<file path="src/rtl/pc_fetch_unit_if.sv">
// Bundles the fetch unit's npc, instruction-memory and decode-side signals.
// master = fetch unit view; slave = surrounding pipeline/memory view.
interface pc_fetch_unit_if;
   logic [31:0] npc_i;
   logic        imem_req_o;
   logic [31:0] imem_addr_o;
   logic        imem_ack_i;
   logic [31:0] imem_rdata_i;
   logic [31:0] instr_o;
   logic        instr_valid_o;
   logic        instr_ready_i;
   logic        stall_i;
   logic [31:0] pc_o;
   logic        fetch_err_o;
   logic [31:0] fetch_cnt_o;

   modport master (
      input  npc_i, imem_ack_i, imem_rdata_i, instr_ready_i, stall_i,
      output imem_req_o, imem_addr_o, instr_o, instr_valid_o, pc_o, fetch_err_o, fetch_cnt_o
   );

   modport slave (
      output npc_i, imem_ack_i, imem_rdata_i, instr_ready_i, stall_i,
      input  imem_req_o, imem_addr_o, instr_o, instr_valid_o, pc_o, fetch_err_o, fetch_cnt_o
   );
endinterface

</file>
<file path="src/rtl/pc_fetch_unit.sv">
// PC register + single-outstanding instruction fetch; ack->valid 1 cycle, 3 cycles/instr, holds on !ready or stall.
// PC_FETCH_CNT_EN adds a consumed-instruction counter on fetch_cnt_o (tied to 0 otherwise).
module pc_fetch_unit #(
   parameter logic [31:0] RESET_PC    = 32'h0000_0000,
   parameter int          TIMEOUT_CYC = 16
) (
   input  logic             clk,
   input  logic             rst_n,
   pc_fetch_unit_if.master  bus
);
   localparam logic [1:0] ST_BOOT  = 2'd0;
   localparam logic [1:0] ST_FETCH = 2'd1;
   localparam logic [1:0] ST_EXEC  = 2'd2;
   localparam logic [1:0] ST_ERR   = 2'd3;
   localparam logic [7:0] TO_LAST  = 8'(TIMEOUT_CYC - 1);

   logic [1:0]  state_q, state_d;
   logic [31:0] pc_q, pc_d;
   logic [31:0] instr_q, instr_d;
   logic        vld_q, vld_d;
   logic        req_q, req_d;
   logic        err_q, err_d;
   logic [7:0]  to_q, to_d;
   logic        consume;

   assign consume = (state_q == ST_EXEC) && vld_q && bus.instr_ready_i && !bus.stall_i;

   always_comb begin
      state_d = state_q;
      pc_d    = pc_q;
      instr_d = instr_q;
      vld_d   = vld_q;
      req_d   = req_q;
      err_d   = err_q;
      to_d    = to_q;
      case (state_q)
         ST_BOOT: begin
            state_d = ST_FETCH;
            req_d   = 1'b1;
         end
         ST_FETCH: begin
            // Entering FETCH from EXEC leaves req low for one cycle while the new PC settles.
            if (!req_q) begin
               req_d = 1'b1;
            end else if (bus.imem_ack_i) begin
               instr_d = bus.imem_rdata_i;
               vld_d   = 1'b1;
               req_d   = 1'b0;
               to_d    = 8'd0;
               state_d = ST_EXEC;
            end else if (to_q == TO_LAST) begin
               err_d   = 1'b1;
               req_d   = 1'b0;
               state_d = ST_ERR;
            end else begin
               to_d = to_q + 8'd1;
            end
         end
         ST_EXEC: begin
            if (consume) begin
               pc_d    = bus.npc_i;
               vld_d   = 1'b0;
               state_d = ST_FETCH;
            end
         end
         ST_ERR: begin
            req_d = 1'b0;
            vld_d = 1'b0;
            err_d = 1'b1;
         end
         default: begin
            state_d = ST_BOOT;
            req_d   = 1'b0;
            vld_d   = 1'b0;
         end
      endcase
   end

   always_ff @(posedge clk or negedge rst_n) begin
      if (!rst_n) begin
         state_q <= ST_BOOT;
         pc_q    <= RESET_PC;
         instr_q <= 32'h0;
         vld_q   <= 1'b0;
         req_q   <= 1'b0;
         err_q   <= 1'b0;
         to_q    <= 8'd0;
      end else begin
         state_q <= state_d;
         pc_q    <= pc_d;
         instr_q <= instr_d;
         vld_q   <= vld_d;
         req_q   <= req_d;
         err_q   <= err_d;
         to_q    <= to_d;
      end
   end

`ifdef PC_FETCH_CNT_EN
   logic [31:0] cnt_q, cnt_d;

   always_comb begin
      cnt_d = cnt_q;
      if (consume) cnt_d = cnt_q + 32'd1;
   end

   always_ff @(posedge clk or negedge rst_n) begin
      if (!rst_n) cnt_q <= 32'h0;
      else        cnt_q <= cnt_d;
   end

   assign bus.fetch_cnt_o = cnt_q;
`else
   assign bus.fetch_cnt_o = 32'h0;
`endif

   assign bus.pc_o          = pc_q;
   assign bus.imem_addr_o   = pc_q;
   assign bus.imem_req_o    = req_q;
   assign bus.instr_o       = instr_q;
   assign bus.instr_valid_o = vld_q;
   assign bus.fetch_err_o   = err_q;
endmodule
</file>
<file path="src/flat_wrapper.sv">
// flat-port wrapper written by rule: the top's interface ports become plain ports
module pc_fetch_unit_flat 
#(
   parameter logic [31:0] RESET_PC    = 32'h0000_0000,
   parameter int          TIMEOUT_CYC = 16
)
  (clk, rst_n, bus_npc_i, bus_imem_ack_i, bus_imem_rdata_i, bus_instr_ready_i, bus_stall_i, bus_imem_req_o, bus_imem_addr_o, bus_instr_o, bus_instr_valid_o, bus_pc_o, bus_fetch_err_o, bus_fetch_cnt_o);
  pc_fetch_unit_if bus_i ();
  input  logic clk;
  input  logic rst_n;
  input wire logic [$bits(bus_i.npc_i)-1:0] bus_npc_i;
  input wire logic [$bits(bus_i.imem_ack_i)-1:0] bus_imem_ack_i;
  input wire logic [$bits(bus_i.imem_rdata_i)-1:0] bus_imem_rdata_i;
  input wire logic [$bits(bus_i.instr_ready_i)-1:0] bus_instr_ready_i;
  input wire logic [$bits(bus_i.stall_i)-1:0] bus_stall_i;
  output wire logic [$bits(bus_i.imem_req_o)-1:0] bus_imem_req_o;
  output wire logic [$bits(bus_i.imem_addr_o)-1:0] bus_imem_addr_o;
  output wire logic [$bits(bus_i.instr_o)-1:0] bus_instr_o;
  output wire logic [$bits(bus_i.instr_valid_o)-1:0] bus_instr_valid_o;
  output wire logic [$bits(bus_i.pc_o)-1:0] bus_pc_o;
  output wire logic [$bits(bus_i.fetch_err_o)-1:0] bus_fetch_err_o;
  output wire logic [$bits(bus_i.fetch_cnt_o)-1:0] bus_fetch_cnt_o;
  assign bus_i.npc_i = bus_npc_i;
  assign bus_i.imem_ack_i = bus_imem_ack_i;
  assign bus_i.imem_rdata_i = bus_imem_rdata_i;
  assign bus_i.instr_ready_i = bus_instr_ready_i;
  assign bus_i.stall_i = bus_stall_i;
  assign bus_imem_req_o = bus_i.imem_req_o;
  assign bus_imem_addr_o = bus_i.imem_addr_o;
  assign bus_instr_o = bus_i.instr_o;
  assign bus_instr_valid_o = bus_i.instr_valid_o;
  assign bus_pc_o = bus_i.pc_o;
  assign bus_fetch_err_o = bus_i.fetch_err_o;
  assign bus_fetch_cnt_o = bus_i.fetch_cnt_o;
  pc_fetch_unit #(.RESET_PC(RESET_PC), .TIMEOUT_CYC(TIMEOUT_CYC)) u_core (.clk(clk), .rst_n(rst_n), .bus(bus_i));
endmodule
</file>
<file path="config.mk">
export PLATFORM = sky130hd
export DESIGN_NAME = pc_fetch_unit_flat
export DESIGN_NICKNAME = d
export VERILOG_FILES = /design/src/rtl/pc_fetch_unit_if.sv /design/src/rtl/pc_fetch_unit.sv /design/src/flat_wrapper.sv
export SDC_FILE = /design/constraint.sdc
export NUM_CORES = 1
export LEC_CHECK = 0
export CAP_MARGIN = 20
export CORE_UTILIZATION = 42
export DETAILED_ROUTE_END_ITERATION = 7
export PLACE_DENSITY = 0.95
export SYNTH_ARGS = -nofsm -noshare
export SYNTH_HDL_FRONTEND = slang
export SYNTH_SLANG_ARGS = --single-unit
</file>
<file path="constraint.sdc">
create_clock -name clk -period 5 [get_ports clk]
set_input_delay 0.75 -clock clk [delete_from_list [all_inputs] [get_ports clk]]
set_output_delay 0.75 -clock clk [all_outputs]
set_load 0.02 [all_outputs]
</file>
== Word-level counts from Yosys, hierarchy flattened ==
Cells that the tools add are included.

* Register bits: 77
* Input port bits: 69
* Word-level logic and storage cells: 53

* $add $sub $neg: 1
* Equality and inequality tests: 11
* Mux-type cells: 19
* Reductions and logical operators: 15

{| class="wikitable"
|+ Operators with widths
! cell !! count
|-
| $mux W8 || 2
|-
| $reduce_and A4 Y1 || 3
|-
| $mux W1 || 9
|-
| $reduce_bool A3 Y1 || 3
|-
| $add A8 B1 Y8 const B || 1
|-
| $eq A8 B4 Y1 const B || 1
|-
| $mux W2 || 4
|-
| $ne A2 B1 Y1 const B || 3
|-
| $ne A2 B2 Y1 const B || 3
|-
| $pmux W1 S3 || 2
|-
| $pmux W2 S3 || 1
|-
| $reduce_and A3 Y1 || 2
|-
| $eq A2 B2 Y1 const B || 2
|-
| $logic_and A1 B1 Y1 || 3
|-
| $ne A3 B2 Y1 const B || 1
|-
| $eq A2 B1 Y1 const B || 1
|-
| $logic_not A2 Y1 || 1
|-
| $pmux W1 S2 || 1
|-
| $reduce_and A2 Y1 || 1
|-
| $reduce_bool A2 Y1 || 1
|-
| $logic_not A1 Y1 || 1
|}

== Logic depth before layout (Yosys ltp) ==
* Word-level depth: 6
* Mapped depth: 6
* Depth with buffers taken out: 5

== Least setup slack after synthesis ==
OpenSTA, ideal clock, no wires.

* Kind: input to register
* From: in bus_instr_ready_i
* To: reg u_core.pc_q[26] (netlist: u_core.bus.imem_addr_o[26])
* Arrival time: 1.913 ns
* Required time: 4.872 ns
* Setup slack: 2.959 ns
* Cell stages on the path: 6
* Path buffers: 2
* Cells stage by stage: nor2b_1 nand3b_1 or2_2 clkbuf_1 buf_2 mux2_1

* Cells in the longest elaborated chain, start to end: 3

{| class="wikitable"
|+ RTL lines
! element !! line !! text
|-
| start: declaration || flat_wrapper.sv:14 || <nowiki>input wire logic [$bits(bus_i.instr_ready_i)-1:0] bus_instr_ready_i;</nowiki>
|-
| $logic_and A1 B1 Y1 (2 in a row) || pc_fetch_unit.sv:26 || <nowiki>assign consume = (state_q == ST_EXEC) && vld_q && bus.instr_ready_i && !bus.stall_i;</nowiki>
|-
| $reduce_and A2 Y1 (no line) || -- ||
|-
| end signal: assignment || pc_fetch_unit.sv:90 || <nowiki>pc_q <= pc_d;</nowiki>
|-
| end: declaration || pc_fetch_unit.sv:18 || <nowiki>logic [31:0] pc_q, pc_d;</nowiki>
|}

No other way between the ends.
A chain may end at the register's enable or synchronous reset.

== Worst setup path in the final report ==
Ends and elaborated chain as after synthesis.

==> results.yml <==
drt:
  wl_met1_mm: 2.84
  via_per_inst: 4.77
  wl_met2_mm: 3.52
  routed.top_layer: "met4"
  drt_iter0_drc: 64
  wl_per_cell_um: 14.1
  totalWireLength_mm: 7.32
  wl_met3_um: 816
  first_pass_iters: 4
  drc: 0
  via_count: 2472
  antenna_left: 0
yosys:
  ys_types: 35
  synth_ff_type: "dfrtp_1"
  synth_compound_area_frac: 0.0528
  synth.area.mux_share: 0.204
  synth_seq_area_share: 0.546
  syn_inst: 272
  synth-edff-count: 0
  yosysTopAreaCell: "dfrtp_1"
  synth.top_cells.by_area: "dfrtp_1, mux2_2, buf_4, o21ai_0, buf_2"
  ys_seq_elements: 77
  yosys_warnings: 0
  synth_top_area_share: 0.546
  yosys.area_share.xor_xnor: 0
  synthAdderAreaFrac: 0.00354
  synth_top_family_by_area: "multiplexers"
  synthSimpleGateAreaFrac: 0.0415
  async_reset_ff_frac: 1.00
  synth_area_sq_mm: 0.00353
  synth.avg_cell_area_sq_um: 13.0
clocking:
  postCtsSetupRepairBufs: 0
  numCtsBuffers: 9
  worstSkewPairLatency_ns: 0.33
  htreeDepth: 3
  path_clk_slew_ns: 0.08
  root_buffer: "clkbuf_8"
  cts_resized: 0
  hold_buffers: 0
  clock_path_buffers: 2
  cts_tree: "built"
  clock-sinks: 77
worst_setup_path:
  critPathSlowestCell: "or2_2"
  path_class: "input pin to register"
  end_kind: "register"
  r2r_cells: 4
  worst-path-max-fanout: 32
  critPathRequiredTime_ns: 5.22
  worstSetupStartpointType: "input pin"
  crit_chain: "clkdlybuf4s50_1, nor2b_1, nand3b_1, or2_2, mux2_1"
  cp.arrival_ns: 2.52
  slowest_delay_ns: 0.57
floorplan:
  rows: 33
  coreArea_sq_mm: 0.00818
  fp.dieW_um: 93.7
  die_y_um: 93.7
  start_util: 0.432
  ios: 200
  die_area_sq_mm: 0.00878
hold_path:
  min_path_cells: 1
  hp-class: "register to register"
layout:
  n_antenna_cell: 0
  instances_no_fill: 518
  drive_gt1_frac: 0.201
  final_nets: 479
  syn_to_final_growth_pct: 46.3
global_route:
  track_usage: 0.167
  grt_max_degree: 78
  antenna_found_initial: 0
  grt_pass1_vias: 2412
  gr-total-overflow: 0
  grt_pass1_wl_mm: 11.1
power:
  ir_drop_mv: 0.307
  p_int_uw: 1570
  power.share.combinational: 0.374
  clkPwrFrac: 0.234
  swShare: 0.315
  net-switching-power_uw: 721
  seq_power_share: 0.392
  p_leak_uw: 0.00230
  power_density_mw_per_mm2: 443
place:
  routabilityCongestion: 0.773
  dpl.hpwl_mm: 5.40
  dp_cells: 503
  io_buffers: 167
timing:
  worst_pin_slew_ns: 0.969
  period_share: 0.460
  fmax_ghz: 0.435
  fin_setup_tns_ns: 0
  hold_viol: 0
  drv_slew: 0
  setup_violations: 0
  clock_skew_ns: 0.0104
  relSlewSlack: 0.354
  rsz0062_at_grt: "no"
  period_minus_slack_ns: 2.30
job:
  max-cap-violations: 0
run_status:
  status: "complete, no violations"
logic make-up after synthesis:
kind of cell    count (synthesis)
fa+ha+maj                       1
flops                          77
buf+inv                        76
simple gates                   26
mux                            64
compound gates                 27
other cells                     1
cell type report:
cell class                      instances  area (sq um)
Sequential cell                        77          1930
Fill cell                             604          3010
Tap cell                              105           131
Multi-Input combinational cell        150          1190
Inverter                                3          11.3
Clock buffer                           12           165
Clock inverter                          3          67.6
Timing Repair Buffer                  168          1680
path summary, 6_finish.rpt:
kind                                         from  slack (ns)                          to
min in group asynchronous                   rst_n        0.56      u_core.bus.instr_o[26]
max                             bus_instr_ready_i        2.70  u_core.bus.imem_addr_o[26]
min reg2reg                u_core.bus.fetch_err_o        0.47      u_core.bus.fetch_err_o
max in group asynchronous                   rst_n        3.80   u_core.bus.imem_addr_o[0]
max reg2reg                        u_core.to_q[4]        3.06              u_core.to_q[7]
min                        u_core.bus.fetch_err_o        0.47      u_core.bus.fetch_err_o
cell usage in the layout, fill, tap and decap left out, types with 2 or more instances in the layout:
cell | synthesis | final
nor2_1 | 4 | 4
nand4_1 | 2 | 2
bufinv_16 | 0 | 2
nand3b_1 | 2 | 2
buf_4 | 64 | 2
a21oi_1 | 3 | 3
nor2b_1 | 2 | 2
clkbuf_8 | 0 | 12
o21ai_0 | 11 | 11
a31oi_1 | 2 | 2
nand2_1 | 7 | 7
mux2_2 | 63 | 63
inv_1 | 3 | 3
dfrtp_1 | 77 | 77
clkdlybuf4s50_1 | 0 | 166
o31ai_1 | 2 | 2
conb_1 | 1 | 32
nand2b_1 | 2 | 2
power by group through the flow:
stage	logic (uW)	clock network (uW)	registers, uW
after global routing	908	579	921
after global placement	845	0	898
after floorplan	276	0	1080
after CTS	863	553	900
after detailed placement	857	0	911
final	855	535	897
routing by layer:
layer / track usage / vias up
li1: - / 1121
met1: 0.190 / 1197
met2: 0.273 / 141
met3: 0.0688 / 13
met4: 0.0731 / 0
met5: 0 / -
stage by stage:
stage | setup WS (ns) | utilization | instance area [sq um] | power, uW | hold WS [ns]
global route | 2.62 | 0.632 | 5160 | 2410 | 0.507
CTS | 2.70 | 0.632 | 5160 | 2320 | 0.480
global placement | 2.40 | 0.603 | 4930 | 1740 | 0.444
detailed placement | 2.32 | 0.603 | 4930 | 1770 | 0.454
finish | 2.70 | 0.632 | 5160 | 2290 | 0.474
floorplan | 2.96 | - | 3650 | 1350 | 0.454
worst max-delay path: cells and delay by family:
| family | cells | cell delay, ns |
|---|---|---|
| mux | 1 | 0.42 |
| buf+inv | 1 | 0.44 |
| simple gates | 3 | 0.89 |
synthesized netlist by cell type, drive strengths merged (2+ instances only):
cell type / instances
dfrtp: 77
buf: 71
mux2: 64
o21ai: 11
nand2: 7
nor2: 4
a21oi: 3
inv: 3
o31ai: 3
a31oi: 2
clkbuf: 2
nand2b: 2
nand3b: 2
nand4: 2
nor2b: 2
sequential cells by signal, summed over array words and instances, names as in the netlist:
register	cells
u_core.state_q	2
u_core.bus.instr_o	32
u_core.to_q	8
u_core.bus.fetch_err_o	1
u_core.bus.imem_addr_o	32
u_core.bus.instr_valid_o	1
u_core.bus.imem_req_o	1
(Power assumes the default switching activity.)
